[config.mk]
export PLATFORM = sky130hd
export DESIGN_NAME = rom_stepper
export DESIGN_NICKNAME = d
export VERILOG_FILES = /design/src/rtl/rom_stepper.sv
export SDC_FILE = /design/constraint.sdc
export NUM_CORES = 1
export LEC_CHECK = 0
export ABC_AREA = 1
export CAP_MARGIN = 10
export CORE_ASPECT_RATIO = 1.2
export CORE_MARGIN = 2
export CORE_UTILIZATION = 57
export CTS_BUF_LIST = sky130_fd_sc_hd__clkbuf_8 sky130_fd_sc_hd__clkbuf_16
export DETAILED_ROUTE_END_ITERATION = 12
export DONT_BUFFER_PORTS = 1
export HOLD_SLACK_MARGIN = 0.12
export PLACE_DENSITY = 0.75
export SYNTH_ARGS = -nofsm -noshare
export SYNTH_HDL_FRONTEND = slang
export SYNTH_SLANG_ARGS = --single-unit
[constraint.sdc]
create_clock -name clk -period 2.25 [get_ports clk]
set_input_delay 0.45 -clock clk [delete_from_list [all_inputs] [get_ports clk]]
set_output_delay 0.45 -clock clk [all_outputs]
set_load 0.01 [all_outputs]
[src/rtl/rom_stepper.sv]
// ROM address sequencer driven by debounced front-panel buttons.
// Single-step or free-run advance, gated by the ROM ready handshake.
module rom_stepper #(
  parameter int ADDR_WIDTH      = 16,
  parameter int LAST_ADDRESS    = 2**ADDR_WIDTH-1,
  parameter int DEBOUNCE_CYCLES = 250000,
  parameter int RUN_DIVIDER     = 1000000
) (
  input  logic                  clk,
  input  logic                  reset,
  input  logic                  btn_step,
  input  logic                  btn_mode,
  input  logic                  rom_ready,
  output logic [ADDR_WIDTH-1:0] address,
  output logic                  advance,
  output logic                  running,
  output logic                  wrapped,
  output logic                  pending
);

  localparam int DW = $clog2(DEBOUNCE_CYCLES);
  localparam int RW = $clog2(RUN_DIVIDER);
  localparam logic [DW-1:0] DB_MAX = DW'(DEBOUNCE_CYCLES-1);
  localparam logic [RW-1:0] RUN_MAX = RW'(RUN_DIVIDER-1);
  localparam logic [ADDR_WIDTH-1:0] LAST_A = ADDR_WIDTH'(LAST_ADDRESS);

  typedef enum logic {
    MODE_STEP = 1'b0,
    MODE_RUN  = 1'b1
  } mode_e;

  // bit 0 = step button, bit 1 = mode button
  logic [1:0]         sync1_q, sync2_q;
  logic [1:0]         db_q, db_d;
  logic [1:0][DW-1:0] cnt_q, cnt_d;
  logic [1:0]         press;

  mode_e           mode_q, mode_d;
  logic [RW-1:0]   div_q, div_d;
  logic [ADDR_WIDTH-1:0] address_q, address_d;
  logic            advance_q, advance_d;
  logic            wrapped_q, wrapped_d;
  logic            pending_q, pending_d;

  logic run_tick, req, pend_keep, want, fire;

  always_comb begin
    db_d  = db_q;
    cnt_d = '0;
    press = '0;
    for (int i = 0; i < 2; i++) begin
      if (sync2_q[i] != db_q[i]) begin
        if (cnt_q[i] == DB_MAX) begin
          db_d[i]  = sync2_q[i];
          press[i] = sync2_q[i];
        end else begin
          cnt_d[i] = cnt_q[i] + 1'b1;
        end
      end
    end
  end

  // Mode toggle is resolved first; the step press sees the new mode.
  always_comb begin
    mode_d = press[1] ? mode_e'(~mode_q) : mode_q;
    div_d  = div_q;
    if (press[1] && mode_d == MODE_RUN) begin
      div_d = '0;
    end else if (mode_q == MODE_RUN) begin
      div_d = (div_q == RUN_MAX) ? '0 : div_q + 1'b1;
    end
    run_tick  = (mode_q == MODE_RUN) && (mode_d == MODE_RUN)
                && (div_q == RUN_MAX);
    req       = (press[0] && mode_d == MODE_STEP) || run_tick;
    pend_keep = pending_q && !(press[1] && mode_q == MODE_RUN);
    want      = req || pend_keep;
    fire      = want && rom_ready;
    pending_d = want && !rom_ready;
    advance_d = fire;
    wrapped_d = fire && (address_q == LAST_A);
    address_d = address_q;
    if (fire) begin
      address_d = (address_q == LAST_A) ? '0 : address_q + 1'b1;
    end
  end

  always_ff @(posedge clk) begin
    if (reset) begin
      sync1_q   <= '0;
      sync2_q   <= '0;
      db_q      <= '0;
      cnt_q     <= '0;
      mode_q    <= MODE_STEP;
      div_q     <= '0;
      address_q <= '0;
      advance_q <= 1'b0;
      wrapped_q <= 1'b0;
      pending_q <= 1'b0;
    end else begin
      sync1_q   <= {btn_mode, btn_step};
      sync2_q   <= sync1_q;
      db_q      <= db_d;
      cnt_q     <= cnt_d;
      mode_q    <= mode_d;
      div_q     <= div_d;
      address_q <= address_d;
      advance_q <= advance_d;
      wrapped_q <= wrapped_d;
      pending_q <= pending_d;
    end
  end

  assign address = address_q;
  assign advance = advance_q;
  assign running = (mode_q == MODE_RUN);
  assign wrapped = wrapped_q;
  assign pending = pending_q;

endmodule

Word level (Yosys, flattened, before mapping):

Cells that the tools add are included.

* add/subtract/negate cells: 4
* $mul: 0
* div/mod/pow operators: 0
* order comparisons: 0
* eq/ne operators: 6
* shifts and indexed selects: 0
* mux-type cells: 7
* bitwise logic cells: 4
* reduce and logical (&&, ||, !) cells: 18

Operator list (count)
* 18-bit by 1-bit adder with 18-bit output (second input constant): 2
* 18-bit == test (second input constant): 2
* 20-bit by 1-bit adder with 20-bit output (second input constant): 1
* 20-bit == test (second input constant): 1
* 20-bit two-way mux: 1
* 16-bit by 1-bit adder with 16-bit output (second input constant): 1
* 16-bit == test (second input constant): 1
* 16-bit two-way mux: 1
* 1-bit logical AND: 9
* 3-bit OR reduction: 2
* 1-bit two-way mux: 5
* 1-bit NOT: 4
* 2-bit AND reduction: 2
* 1-bit zero test: 2
* 1-bit logical OR: 2
* 1-bit != test: 2
* 2-bit OR reduction: 1

* flip-flop bits (word level): 82
* bits in latches: 0
* memory bits (writable): 0
* ROM bits: 0
* bits of input ports: 5
* output and inout bits: 20
* logic and storage cells: 51
* memories kept: 0

Logic depth before layout (Yosys ltp):

* depth after elaboration: 10
* mapped depth: 15
* depth with buffers taken out: 15

Worst setup path before layout:

No wires, ideal clock.

* kind: register to register
* start: reg cnt_q[18] in the netlist's numbering
* end: reg address_q[10], in the netlist address[10]
* library setup time: 71 ps
* arrival: 2017 ps
* data required time: 2179 ps
* setup slack: 163 ps
* stages on the path, launching flop included: 15
* buffers on the path: 1
* clock period less this slack: 2087 ps
* cells stage by stage: dfxtp_1 ha_1 nand3_2 clkinv_1 nand3_2 nor2_4 nand2_1 ha_1 nand2_1 nor3_1 nor2_1 nand2_4 buf_6 nand3_1 a21oi_1

* cells in the longest elaborated chain, start to end: 9
* elaborated cells between the ends (all ways): 14
* those cells by class: 1 x eq/ne; 3 x mux; 1 x bitwise; 9 x reduce/logical

RTL lines
* start, declared: RTL line 35 `logic [1:0][DW-1:0] cnt_q, cnt_d;`
* start signal, assigned: RTL line 103 `cnt_q <= cnt_d;`
* 18-bit == test *: RTL line 53 `if (cnt_q[i] == DB_MAX) begin`
* 1-bit two-way mux *: RTL line 53
* 1-bit two-way mux *: RTL line 52 `if (sync2_q[i] != db_q[i]) begin`
* 1-bit two-way mux: RTL line 65 `mode_d = press[1] ? mode_e'(~mode_q) : mode_q;`
* 1-bit logical AND or 1-bit NOT (tied branches): RTL line 72, 74
* 1-bit logical AND (on tied branches): RTL line 73, 74
* 1-bit logical OR: RTL line 74 `req = (press[0] && mode_d == MODE_STEP) || run_tick;`
* 1-bit logical OR *: RTL line 76 `want = req || pend_keep;`
* 1-bit logical AND *: RTL line 77 `fire = want && rom_ready;`
* end signal, assigned: RTL line 106 `address_q <= address_d;`
* end, declared: RTL line 40 `logic [ADDR_WIDTH-1:0] address_q, address_d;`

Every way passes the cells marked *; elsewhere a longest branch is shown, timed or not.
A chain may end at the register's enable or synchronous reset.

Worst setup path in the final report:

* start: reg cnt_q[18] in the netlist's numbering
* end: reg address_q[15], in the netlist address[15]

Same word-level chain as after synthesis.

==> flow_summary.yaml <==
clock_network:
  clk_pin_slew_worst_paths_ns: 0.08
  cts.sinks: 82
  cts_root_buf: "clkbuf_8"
  numCtsBuffers: 9
  htree_levels: 3
  cts_tree: "built"
  clkLatencyLatePin_ns: 0.35
  cts_hold_buf: 0
  clk_path_buf_depth: 2
layout:
  diodes: 0
  fin_nets: 630
  drive_gt1_frac: 0.1091
  final_cell_mix: "122 x nand2_1, 110 x nor2_1, 80 x dfxtp_1, 79 x inv_1, 38 x nand3_1"
  mostFrequentLayoutCell: "nand2_1"
  final_area_um2: 4609
  fin_cells: 713
  area_growth_pct: 10.04
setup_path:
  ff2ff_setup_slack_ns: 0.17
  critical_path_class: "reg -> reg"
  worstReg2RegStart: "cnt_q[18]"
  start_kind: "flop"
  worst_r2r_path_depth: 15
  crit_required_ns: 2.50
  arrival_ns: 2.33
  crit_start: "cnt_q[18]"
  critPathMaxFanout: 5
  cp_slowest_cell: "dfxtp_2"
  endpoint_kind: "flop"
  max_stage_delay_ns: 0.36
  r2r-end: "address[15]"
  crit_path_cell_trace: "ha_4 > nand3_2 > clkinv_1 > nand3_2 > nor2_4 > nand2_2 > ha_4 > nand2_1 > nor3_2 > nor2_2 > nand2_4 > clkbuf_16 > nand3_1 > nand2_1 > nor2_1"
logic_synthesis:
  synthDistinctLibCells: 33
  ys_seq_area_frac: 0.3919
  yosys.area.top_type: "dfxtp_1"
  ys_top_cells_by_area: "dfxtp_1 39%, nand2_1 11%, nor2_1 9.9%"
  synth_warnings: 0
  synth_edf_count: 0
  synth.net_count: 617
  postSynthCellCount: 607
  synth_top_area_frac: 0.3919
  async_flop_share: 0
  syn_area_um2: 4189
  ys_ff_latch: 82
  syn_avg_cell_area_um2: 6.901
  synthFlopType: "dfxtp_1"
pwr:
  power_mw: 2.487
  p_seq_frac: 0.586
  irDropWorstVdd_mv: 0.4564
  pwr-share-clk: 0.399
  comb_power_share: 0.015
  p_int_mw: 1.956
  power_per_cell_area_nw_per_um2: 539.6
  p_leak_nw: 1.764
  swShare: 0.2134
  power.net_switching_mw: 0.5306
placement:
  io_buffers: 0
  placed_cell_area_um2: 4304
  place_ws_ns: 0.07471
  dp_hpwl_um: 6154
  dp.cells: 693
  gp_congestion: 0.8788
detailed_routing:
  wire_per_inst_um: 12.48
  post_drt_via_cell_ratio: 5.279
  vias: 3764
  drt_iter0_markers: 176
  drc: 0
  firstDrtPassIters: 4
  totalWireLength_um: 8896
  antenna_left: 0
floorplan:
  die_h_um: 97.91
  dieArea_um2: 8054
  core_area_um2: 7189
  boundaryPins: 25
  initial_core_util: 0.5827
  fp.dieW_um: 82.26
  rows: 34
sta:
  period_needed_ns: 2.082
  fmax_mhz: 480.4
  hold_violations: 0
  final_max_slew_viol_count: 0
  timing.final.ws_setup_ns: 0.1683
  skew_ns: 0.007170
  setup_viol: 0
  tightest_slew_ns: 0.4477
  period_share: 0.9252
  slew-limit-headroom: 0.7012
grt:
  grt_usage: 0.2306
  grt_start_max_net_pins: 27
  grt-ovfl-total: 0
  antenna_found_initial: 0
  first_global_vias: 3538
  grt_pass1_wl_um: 14810
worst_hold_path:
  hold_start: "reset"
  hold_class: "in -> reg"
  min_to: "sync2_q[0]"
  min_path_cells: 1
outcome:
  status: "complete, no violations"
job:
  drv_cap: 0
-- how the worst max path moves through the flow --
stage / endpoint / slack [ns] / cells past startpoint
after floorplan: address[10] / 0.16 / 14
after global placement: address[14] / 0.15 / 15
after detailed placement: address[14] / 0.07 / 15
after CTS: address[14] / 0.06 / 15
after global routing: address[12] / -0.02 / 15
final: address[15] / 0.17 / 15
-- cells by family (layout without fill, tap and decap cells) --
kind of cell	Yosys count	count (layout)	share of synthesized area
and+or+nand+nor	345	346	0.3743
buffers and inverters	96	111	0.09110
DFF	82	82	0.3919
AOI/OAI and AO/OA	45	45	0.05675
xor gates and xnor gates	34	34	0.07109
adders and majority gates	5	5	0.01493
-- through the flow --
step / util / TNS [ns] / hold WS [ns]
finish: 0.6411 / 0 / 0.1651
global route: 0.6411 / -0.01713 / 0.1470
CTS: 0.6227 / 0 / 0.1475
detailed placement: 0.5987 / 0 / 0.3994
global placement: 0.5987 / 0 / 0.3957
floorplan: - / 0 / 0.3883
-- power by group through the flow --
stage          clock (mW)  combinational [mW]  sequential (mW)
4_1_cts              1.02              0.0372             1.46
6_report            0.993              0.0372             1.46
5_1_grt              1.06              0.0429             1.46
2_1_floorplan           0              0.0373             1.49
3_3_place_gp            0              0.0358             1.49
3_5_place_dp            0              0.0371             1.49
-- timing repair --
| item | in CTS | in global routing |
|---|---|---|
| setup buffers | 0 | 2 |
| resized for setup | 0 | 11 |
| setup endpoints to repair | 0 | 17 |
-- worst max-delay path: cells and delay by family, from the launching register on --
| family | cells | cell delay (ns) |
|---|---|---|
| adder cells (fa/ha/maj) | 2 | 0.42 |
| buffers and inverters | 2 | 0.23 |
| flip-flops | 1 | 0.36 |
| AND/OR/NAND/NOR | 11 | 0.97 |
-- synth_stat cells (all sizes together) (2+ instances only) --
cell / instances
o21ai: 11
dfxtp: 82
nor3: 27
a211oi: 3
xnor2: 7
nor2: 118
inv: 84
clkbuf: 3
a31oi: 2
nand2: 128
nor3b: 7
a21oi: 28
nand4: 9
xor2: 27
buf: 8
nand3: 46
ha: 5
or2: 4
nor4: 5
-- layer usage --
metal	global-route usage	wire, um	vias to the layer above
met5	0	0	-
met4	0.09359	150	0
met3	0.06562	441	12
met2	0.3809	4505	73
met1	0.2762	3799	1746
li1	-	-	1933
-- registers in the layout (all words and copies together), names as in the netlist, 2 cells and up --
register / count
cnt_q: 36
div_q: 20
address: 16
db_q: 2
sync1_q: 2
sync2_q: 2
-- final cells by class --
cell class,instances,area (um^2)
timing repair buffer,12,141.4
multi-input combinational,430,2220
clock inverter,5,48.80
sequential,82,1644
clock buffer,9,123.9
fill,647,2580
tap,90,112.6
inverter,85,319.1
Note: power is estimated with default switching activity, not from simulation.
